[config.mk]
export PLATFORM = sky130hd
export DESIGN_NAME = bf_control_fsm_v2
export DESIGN_NICKNAME = d
export VERILOG_FILES = /design/src/rtl/bf_pkg.sv /design/src/rtl/bf_instr_decoder.sv /design/src/rtl/bf_control_fsm_v2.sv
export SDC_FILE = /design/constraint.sdc
export NUM_CORES = 1
export LEC_CHECK = 0
export CAP_MARGIN = 40
export CORE_MARGIN = 2
export CORE_UTILIZATION = 40
export CTS_CLUSTER_DIAMETER = 100
export DETAILED_ROUTE_END_ITERATION = 7
export PLACE_DENSITY = 0.77
export SLEW_MARGIN = 15
export SYNTH_ARGS = -nofsm -noshare
export SYNTH_HDL_FRONTEND = slang
export SYNTH_HIERARCHICAL = 1
export SYNTH_SLANG_ARGS = --single-unit
[constraint.sdc]
create_clock -name clk -period 1.9 [get_ports clk]
set_clock_uncertainty 0.05 [all_clocks]
set_input_delay 0.19 -clock clk [delete_from_list [all_inputs] [get_ports clk]]
set_output_delay 0.19 -clock clk [all_outputs]
set_load 0.005 [all_outputs]
[src/rtl/bf_pkg.sv]
// bf_pkg: shared select encodings, FSM state and opcode types for the BF control FSM
package bf_pkg;
  localparam logic [1:0] ALU_SEL_PC    = 2'd0;
  localparam logic [1:0] ALU_SEL_REG   = 2'd1;
  localparam logic [1:0] ALU_SEL_DEPTH = 2'd2;
  localparam logic [1:0] ALU_SEL_TEMP  = 2'd3;
  localparam logic [1:0] DATA_SEL_MEM  = 2'd0;
  localparam logic [1:0] DATA_SEL_ALU  = 2'd1;
  localparam logic [1:0] DATA_SEL_IN   = 2'd2;
  localparam logic       ADDR_SEL_PC   = 1'b0;
  localparam logic       ADDR_SEL_REG  = 1'b1;
  localparam logic [7:0] ASCII_INC   = 8'h2B;
  localparam logic [7:0] ASCII_DEC   = 8'h2D;
  localparam logic [7:0] ASCII_RIGHT = 8'h3E;
  localparam logic [7:0] ASCII_LEFT  = 8'h3C;
  localparam logic [7:0] ASCII_OPEN  = 8'h5B;
  localparam logic [7:0] ASCII_CLOSE = 8'h5D;
  localparam logic [7:0] ASCII_OUT   = 8'h2E;
  localparam logic [7:0] ASCII_IN    = 8'h2C;
  typedef enum logic [3:0] {
    STATE_FETCH, STATE_DECODE, STATE_NEXT_PC, STATE_ALU_LOAD, STATE_ALU_OP, STATE_ALU_WB,
    STATE_SHIFT, STATE_LOOP_LOAD, STATE_LOOP_DEPTH, STATE_OUT_LOAD, STATE_OUT_WAIT,
    STATE_IN_WAIT, STATE_IN_WB, STATE_HALT, STATE_ERROR
  } state_t;
  typedef enum logic [3:0] {
    OP_INC, OP_DEC, OP_RIGHT, OP_LEFT, OP_OPEN, OP_CLOSE, OP_OUT, OP_IN, OP_NONE
  } opcode_t;
endpackage

[src/rtl/bf_instr_decoder.sv]
// bf_instr_decoder: combinational BF opcode decode
//   instr     in  INSTR_W  fetched word
//   opcode    out          decoded opcode (OP_NONE for anything else)
//   not_instr out          word is not an executable opcode
//   is_eop    out          word equals the end-of-program code
module bf_instr_decoder import bf_pkg::*; #(
  parameter int                  INSTR_W  = 8,
  parameter logic [INSTR_W-1:0]  EOP_CODE = '0,
  parameter bit                  IO_EN    = 1'b1
) (
  input  logic [INSTR_W-1:0] instr,
  output opcode_t            opcode,
  output logic               not_instr,
  output logic               is_eop
);
  // ASCII codes are zero-extended, so any set upper bit rules out a match
  function automatic logic hit(input logic [INSTR_W-1:0] w, input logic [7:0] c);
    return w == INSTR_W'(c);
  endfunction
  always_comb begin
    opcode    = hit(instr, ASCII_INC)            ? OP_INC   :
                hit(instr, ASCII_DEC)            ? OP_DEC   :
                hit(instr, ASCII_RIGHT)          ? OP_RIGHT :
                hit(instr, ASCII_LEFT)           ? OP_LEFT  :
                hit(instr, ASCII_OPEN)           ? OP_OPEN  :
                hit(instr, ASCII_CLOSE)          ? OP_CLOSE :
                (IO_EN && hit(instr, ASCII_OUT)) ? OP_OUT   :
                (IO_EN && hit(instr, ASCII_IN))  ? OP_IN    : OP_NONE;
    not_instr = opcode == OP_NONE;
    is_eop    = instr == EOP_CODE;
  end
endmodule

[src/rtl/bf_control_fsm_v2.sv]
// bf_control_fsm_v2: Brainfuck control FSM sequencing the PC/Reg/Depth/Temp datapath
//   clk, reset                     clock, async active-high reset
//   en                             state advance enable
//   instr                          instruction register contents
//   looping, depth_signal,         datapath status: skipping a loop body, PC direction,
//   data_is_zero, depth_at_max     temp == 0, depth saturated
//   pc_en..instr_en, write         register load enables and memory write strobe
//   operation, alu_sel, data_sel,  datapath steering
//   addr_sel
//   out_valid/out_ready            output byte handshake
//   in_ready/in_valid              input byte handshake
//   halted, error                  sticky end-of-program / loop-depth fault
module bf_control_fsm_v2 import bf_pkg::*; #(
  parameter int                 INSTR_W  = 8,
  parameter logic [INSTR_W-1:0] EOP_CODE = '0,
  parameter bit                 IO_EN    = 1'b1
) (
  input  logic               clk,
  input  logic               reset,
  input  logic               en,
  input  logic [INSTR_W-1:0] instr,
  input  logic               looping,
  input  logic               depth_signal,
  input  logic               data_is_zero,
  input  logic               depth_at_max,
  output logic               pc_en,
  output logic               reg_en,
  output logic               depth_en,
  output logic               temp_en,
  output logic               instr_en,
  output logic               write,
  output logic               operation,
  output logic [1:0]         alu_sel,
  output logic [1:0]         data_sel,
  output logic               addr_sel,
  output logic               out_valid,
  input  logic               out_ready,
  output logic               in_ready,
  input  logic               in_valid,
  output logic               halted,
  output logic               error
);
  state_t  state_q, state_d, decode_target;
  opcode_t opcode;
  logic    not_instr, is_eop, is_open, is_close, is_bracket;
  logic    loop_cond, depth_ovf, depth_unf, loop_err;
  bf_instr_decoder #(.INSTR_W(INSTR_W), .EOP_CODE(EOP_CODE), .IO_EN(IO_EN)) u_dec (
    .instr     (instr),
    .opcode    (opcode),
    .not_instr (not_instr),
    .is_eop    (is_eop)
  );
  assign is_open    = opcode == OP_OPEN;
  assign is_close   = opcode == OP_CLOSE;
  assign is_bracket = is_open | is_close;
  // depth moves when skipping, when '[' skips a body, or when ']' jumps back
  assign loop_cond  = looping | (is_open & data_is_zero) | (is_close & ~data_is_zero);
  assign depth_ovf  = loop_cond & is_open & depth_at_max;
  // a ']' that starts a backward scan while already scanning back has no matching depth
  assign depth_unf  = loop_cond & is_close & ~looping & depth_signal;
  assign loop_err   = depth_ovf | depth_unf;
  always_ff @(posedge clk or posedge reset)
    if (reset) state_q <= STATE_FETCH;
    else       state_q <= state_d;
  always_comb begin
    decode_target = (opcode == OP_INC || opcode == OP_DEC)    ? STATE_ALU_LOAD :
                    (opcode == OP_RIGHT || opcode == OP_LEFT) ? STATE_SHIFT :
                    is_bracket                                ? (looping ? STATE_LOOP_DEPTH : STATE_LOOP_LOAD) :
                    (opcode == OP_OUT)                        ? STATE_OUT_LOAD : STATE_IN_WAIT;
    state_d = state_q;
    if (en)
      case (state_q)
        STATE_NEXT_PC:    state_d = STATE_FETCH;
        STATE_FETCH:      state_d = STATE_DECODE;
        STATE_DECODE:     state_d = is_eop ? STATE_HALT :
                                    (not_instr || (looping && !is_bracket)) ? STATE_NEXT_PC : decode_target;
        STATE_ALU_LOAD:   state_d = STATE_ALU_OP;
        STATE_ALU_OP:     state_d = STATE_ALU_WB;
        STATE_ALU_WB:     state_d = STATE_NEXT_PC;
        STATE_SHIFT:      state_d = STATE_NEXT_PC;
        STATE_LOOP_LOAD:  state_d = STATE_LOOP_DEPTH;
        STATE_LOOP_DEPTH: state_d = loop_err ? STATE_ERROR : STATE_NEXT_PC;
        STATE_OUT_LOAD:   state_d = STATE_OUT_WAIT;
        STATE_OUT_WAIT:   state_d = out_ready ? STATE_NEXT_PC : STATE_OUT_WAIT;
        STATE_IN_WAIT:    state_d = in_valid ? STATE_IN_WB : STATE_IN_WAIT;
        STATE_IN_WB:      state_d = STATE_NEXT_PC;
        default:          state_d = state_q;
      endcase
  end
  // outputs are forced idle while reset is held so nothing strobes during an abort
  always_comb begin
    pc_en     = 1'b0;
    reg_en    = 1'b0;
    depth_en  = 1'b0;
    temp_en   = 1'b0;
    instr_en  = 1'b0;
    write     = 1'b0;
    operation = 1'b0;
    alu_sel   = ALU_SEL_PC;
    data_sel  = DATA_SEL_MEM;
    addr_sel  = ADDR_SEL_PC;
    out_valid = 1'b0;
    in_ready  = 1'b0;
    halted    = 1'b0;
    error     = 1'b0;
    if (!reset)
      case (state_q)
        STATE_NEXT_PC:    begin pc_en = 1'b1; operation = depth_signal; end
        STATE_FETCH:      instr_en = 1'b1;
        STATE_ALU_LOAD:   begin addr_sel = ADDR_SEL_REG; temp_en = 1'b1; end
        STATE_ALU_OP:     begin alu_sel = ALU_SEL_TEMP; operation = opcode == OP_DEC; data_sel = DATA_SEL_ALU; temp_en = 1'b1; end
        STATE_ALU_WB:     begin addr_sel = ADDR_SEL_REG; write = 1'b1; end
        STATE_SHIFT:      begin alu_sel = ALU_SEL_REG; operation = opcode == OP_LEFT; reg_en = 1'b1; end
        STATE_LOOP_LOAD:  begin addr_sel = ADDR_SEL_REG; temp_en = 1'b1; end
        STATE_LOOP_DEPTH: if (loop_cond && !loop_err) begin alu_sel = ALU_SEL_DEPTH; operation = is_close; depth_en = 1'b1; end
        STATE_OUT_LOAD:   begin addr_sel = ADDR_SEL_REG; temp_en = 1'b1; end
        STATE_OUT_WAIT:   out_valid = 1'b1;
        STATE_IN_WAIT:    begin in_ready = 1'b1; data_sel = in_valid ? DATA_SEL_IN : DATA_SEL_MEM; temp_en = in_valid & en; end
        STATE_IN_WB:      begin addr_sel = ADDR_SEL_REG; write = 1'b1; end
        STATE_HALT:       halted = 1'b1;
        STATE_ERROR:      error = 1'b1;
        default:          ;
      endcase
  end
endmodule
==> metrics.md <==
| Metric | Value |
|---|---|
| CORE AREA | 2022 um^2 |
| ANT nets after route | 0 |
| Top FF cell, synth | dfrtp_1 |
| I/O pins | 33 |
| Footprint of the multi-input gates | around 940 um^2 |
| Post-place setup slack | -1073 ps |
| Drt total wl | about 5400 um |
| Largest reg by FF count | state_q |
| CP required | 1660 ps |
| Vias post-DR | around 1600 |
| Endpoints failing setup | 6 |
| Fin crit share | 1.109 |
| Root Buffer Master | clkbuf_4 |
| Number of port buffers | 32 |
| Max_cap viols | 0 |
| Overall die height | between 50 and 60 um |
| CTS sink cnt | 4 |
| Initial core utilization | 0.4332 |
| Critical path peak fanout | 4 |
| Leakage | around 0.86 nW |
| Worst skew pair latency | ~260 ps |
| Layout cell share with drive strength beyond 1 | 0.5407 |
| Top flop regs | state_q: 4 flops |
| Critical Path Start | instr[2] |
| Number of core rows | 16 |
| Number of global-route vias before repair | 1468 |
| Setup_tns | -653.7 ps |
| All-Layer GR Usage | 0.3927 |
| Met3 usage | 0.03274 |
| Crit path launch type | input port |
| Slew HR | 0.5809 |
| Asr flop ratio synth | 1.000 |
| Worst VDD drop | approximately 0.0011 V |
| Seq/Total Area, Yosys | 0.1143 |
| Pins Over Slew Limit | 0 |
| Hold buffers post-CTS | 0 |
| Die area | 2580 um^2 |
| M1 GR Usage | 0.4682 |
| # H-tree levels | 1 |
| Slowest stage delay, CP | roughly 380 ps |
| Critical path type | in -> out |
| Distinct cells, synth | 50 |
| Overall Power | between 0.0015 and 0.002 W |
| GRT busiest layer | met2 |
| Worst-path clk slew | 50 ps |
| Fin Hold WS | roughly 33 ps |
| Routed len/inst | between 20 and 25 um |
| Largest net degree at the start of global routing | 10 |
| Slew @ Worst Pin | 620.5 ps |
| First-pass GRT wire length | approximately 7400 um |
| F_max | between 400 and 500 MHz |
| Worst Path Buf+Inv | 2 |
| Post-Syn Nets | between 100 and 150 |
| Arrival @ worst endpoint | 1870 ps |
| Initial antenna violation count | 0 |
| Final Hold Viols | 0 |
| Hpwl dp | about 2700 um |
| CTS Buf Count | 3 |
| Final WS setup | -206.7 ps |
| First-pass DRT Iterations | 5 |
| Top Family by Delay on Critical Path | simple AND/OR/NAND/NOR gates |
| Final net count | 228 |
| Post-layout util | 0.9103 |
| CTS tree | yes |
| Crit path cell chain | buf_2 -> xor2_4 -> nand3_2 -> o2bb2ai_4 -> nor3b_4 -> a21oi_2 -> or3_4 -> a21oi_2 -> buf_2 |
| DR vias/cell | 6.894 |
| Synth warn | 6 |
| Avg Cell Area, Syn | ~6.8 um^2 |
| Synth Cell Area | between 800 and 900 um^2 |
| Area Overhead vs Synth | 110.1% |
| DRT iter0 DRCs | between 100 and 150 |
| Die Wd | 50.80 um |
| Area occupied by registers | around 100 um^2 |
| Max reg flops | 4 |
| N_diodes | 0 |
| Number of remaining DRC errors | 0 |
| GP Congestion | ~0.94 |
| Hold Crit Class | in -> async |
| Element type at the critical path end | primary output |
| Worst r2r src | state_q[0]$_DFFE_PP0P_ |
| Failing checks | negative setup slack |
| M2 GR Usage | 0.6732 |
| #FFs+latches synth | 4 |
| Max stage delay cell, worst path | or3_4 |
| Clk buf depth | 2 |
| Grt ovf | 0 |
| Post-Syn Instances | around 130 |
| Status | finished with violations |
| Post-synth EDFFs | 0 |
| Pwr Density | between 1000 and 1500 nW/um^2 |
| Final min period | between 2000 and 2500 ps |
| Layout fillers | 66 |
| RSZ-0062 raised after global routing | true |
## path summary, 6_finish.rpt
kind / cells after the start / slack (ps) / to
min in group clk: 6 / 610 / state_q[1]$_DFFE_PP0P_
worst min register to register: 3 / 710 / state_q[1]$_DFFE_PP0P_
worst max register to register: 6 / 110 / state_q[0]$_DFFE_PP0P_
worst max-delay path: 9 / -210 / alu_sel[1]
worst min-delay path: 3 / 30 / state_q[3]$_DFFE_PP0P_
max in group asynchronous: 3 / 1600 / state_q[1]$_DFFE_PP0P_
## what timing repair did
item	CTS	global route
resized for setup	91	32
cloned	0	0
buffers inserted	9	3
pin swaps	16	15
setup endpoints to repair	20	13
## kinds of logic after synthesis
family,synth area share
AOI/OAI and AO/OA,0.3386
and+or+nand+nor,0.4186
DFF,0.1143
xor gates and xnor gates,0.05001
buffers and inverters,0.07858
## placed cells by master (no fill, tap or decap), drive strengths merged, types with 3 or more instances in the layout
cell type and instances:
dlygate4sd2 9, buf 65, xnor2 3, inv 7
o21ai 9, or3 4, nand3 3, nand2 11
clkbuf 4, dlymetal6s2s 4, nor2 12, clkdlybuf4s50 7
nand2b 5, nor3b 3, nand3b 3, a21oi 12
nor2b 4, nor3 5, dfrtp 4
## tightest hold or removal path, stage by stage
cell and delay, ps:
dlymetal6s2s_1 170, buf_4 190, inv_1 150
## through the flow
stage	instance area, um^2	instances
floorplan	883.3	129
CTS	1707	234
finish	1841	236
global placement	1518	222
global route	1841	236
detailed placement	1518	222
## synthesized netlist by cell type (3+ instances only)
cell type   n  area, um^2
buf_2       4       20.02
nor3b_1     3       22.52
clkbuf_1    4       15.01
o21ai_0     7       35.03
xnor2_1     3       26.28
dfrtp_1     4       100.1
nor3_1      5       25.02
nand3_1     3       15.01
inv_1       7       26.28
a21oi_1    12       60.06
nand2_1    11       41.29
nand2b_1    5       31.28
nor2b_1     3       18.77
nor2_1     12       45.04
or3_1       4       25.02
nand3b_1    3       22.52
## layout make-up
type	count	share of cell area
multi-input cells	109	0.5092
repair buffers	86	0.3909
flip-flops and latches	4	0.05506
well taps	27	0.01835
inverters	7	0.01428
clock buffers	3	0.01224
## per-layer routing
metal	up-vias	routed length (um)
met4	0	442
met1	748	1919
met3	56	598
met5	-	0
li1	643	-
met2	180	2428
## power breakdown
group          internal (W)  switching (W)  leakage (nW)
Sequential         0.000129      0.0000579        0.0480
Clock             0.0000717      0.0000509        0.0138
Combinational      0.000790       0.000820         0.801
(Power assumes the default switching activity.)
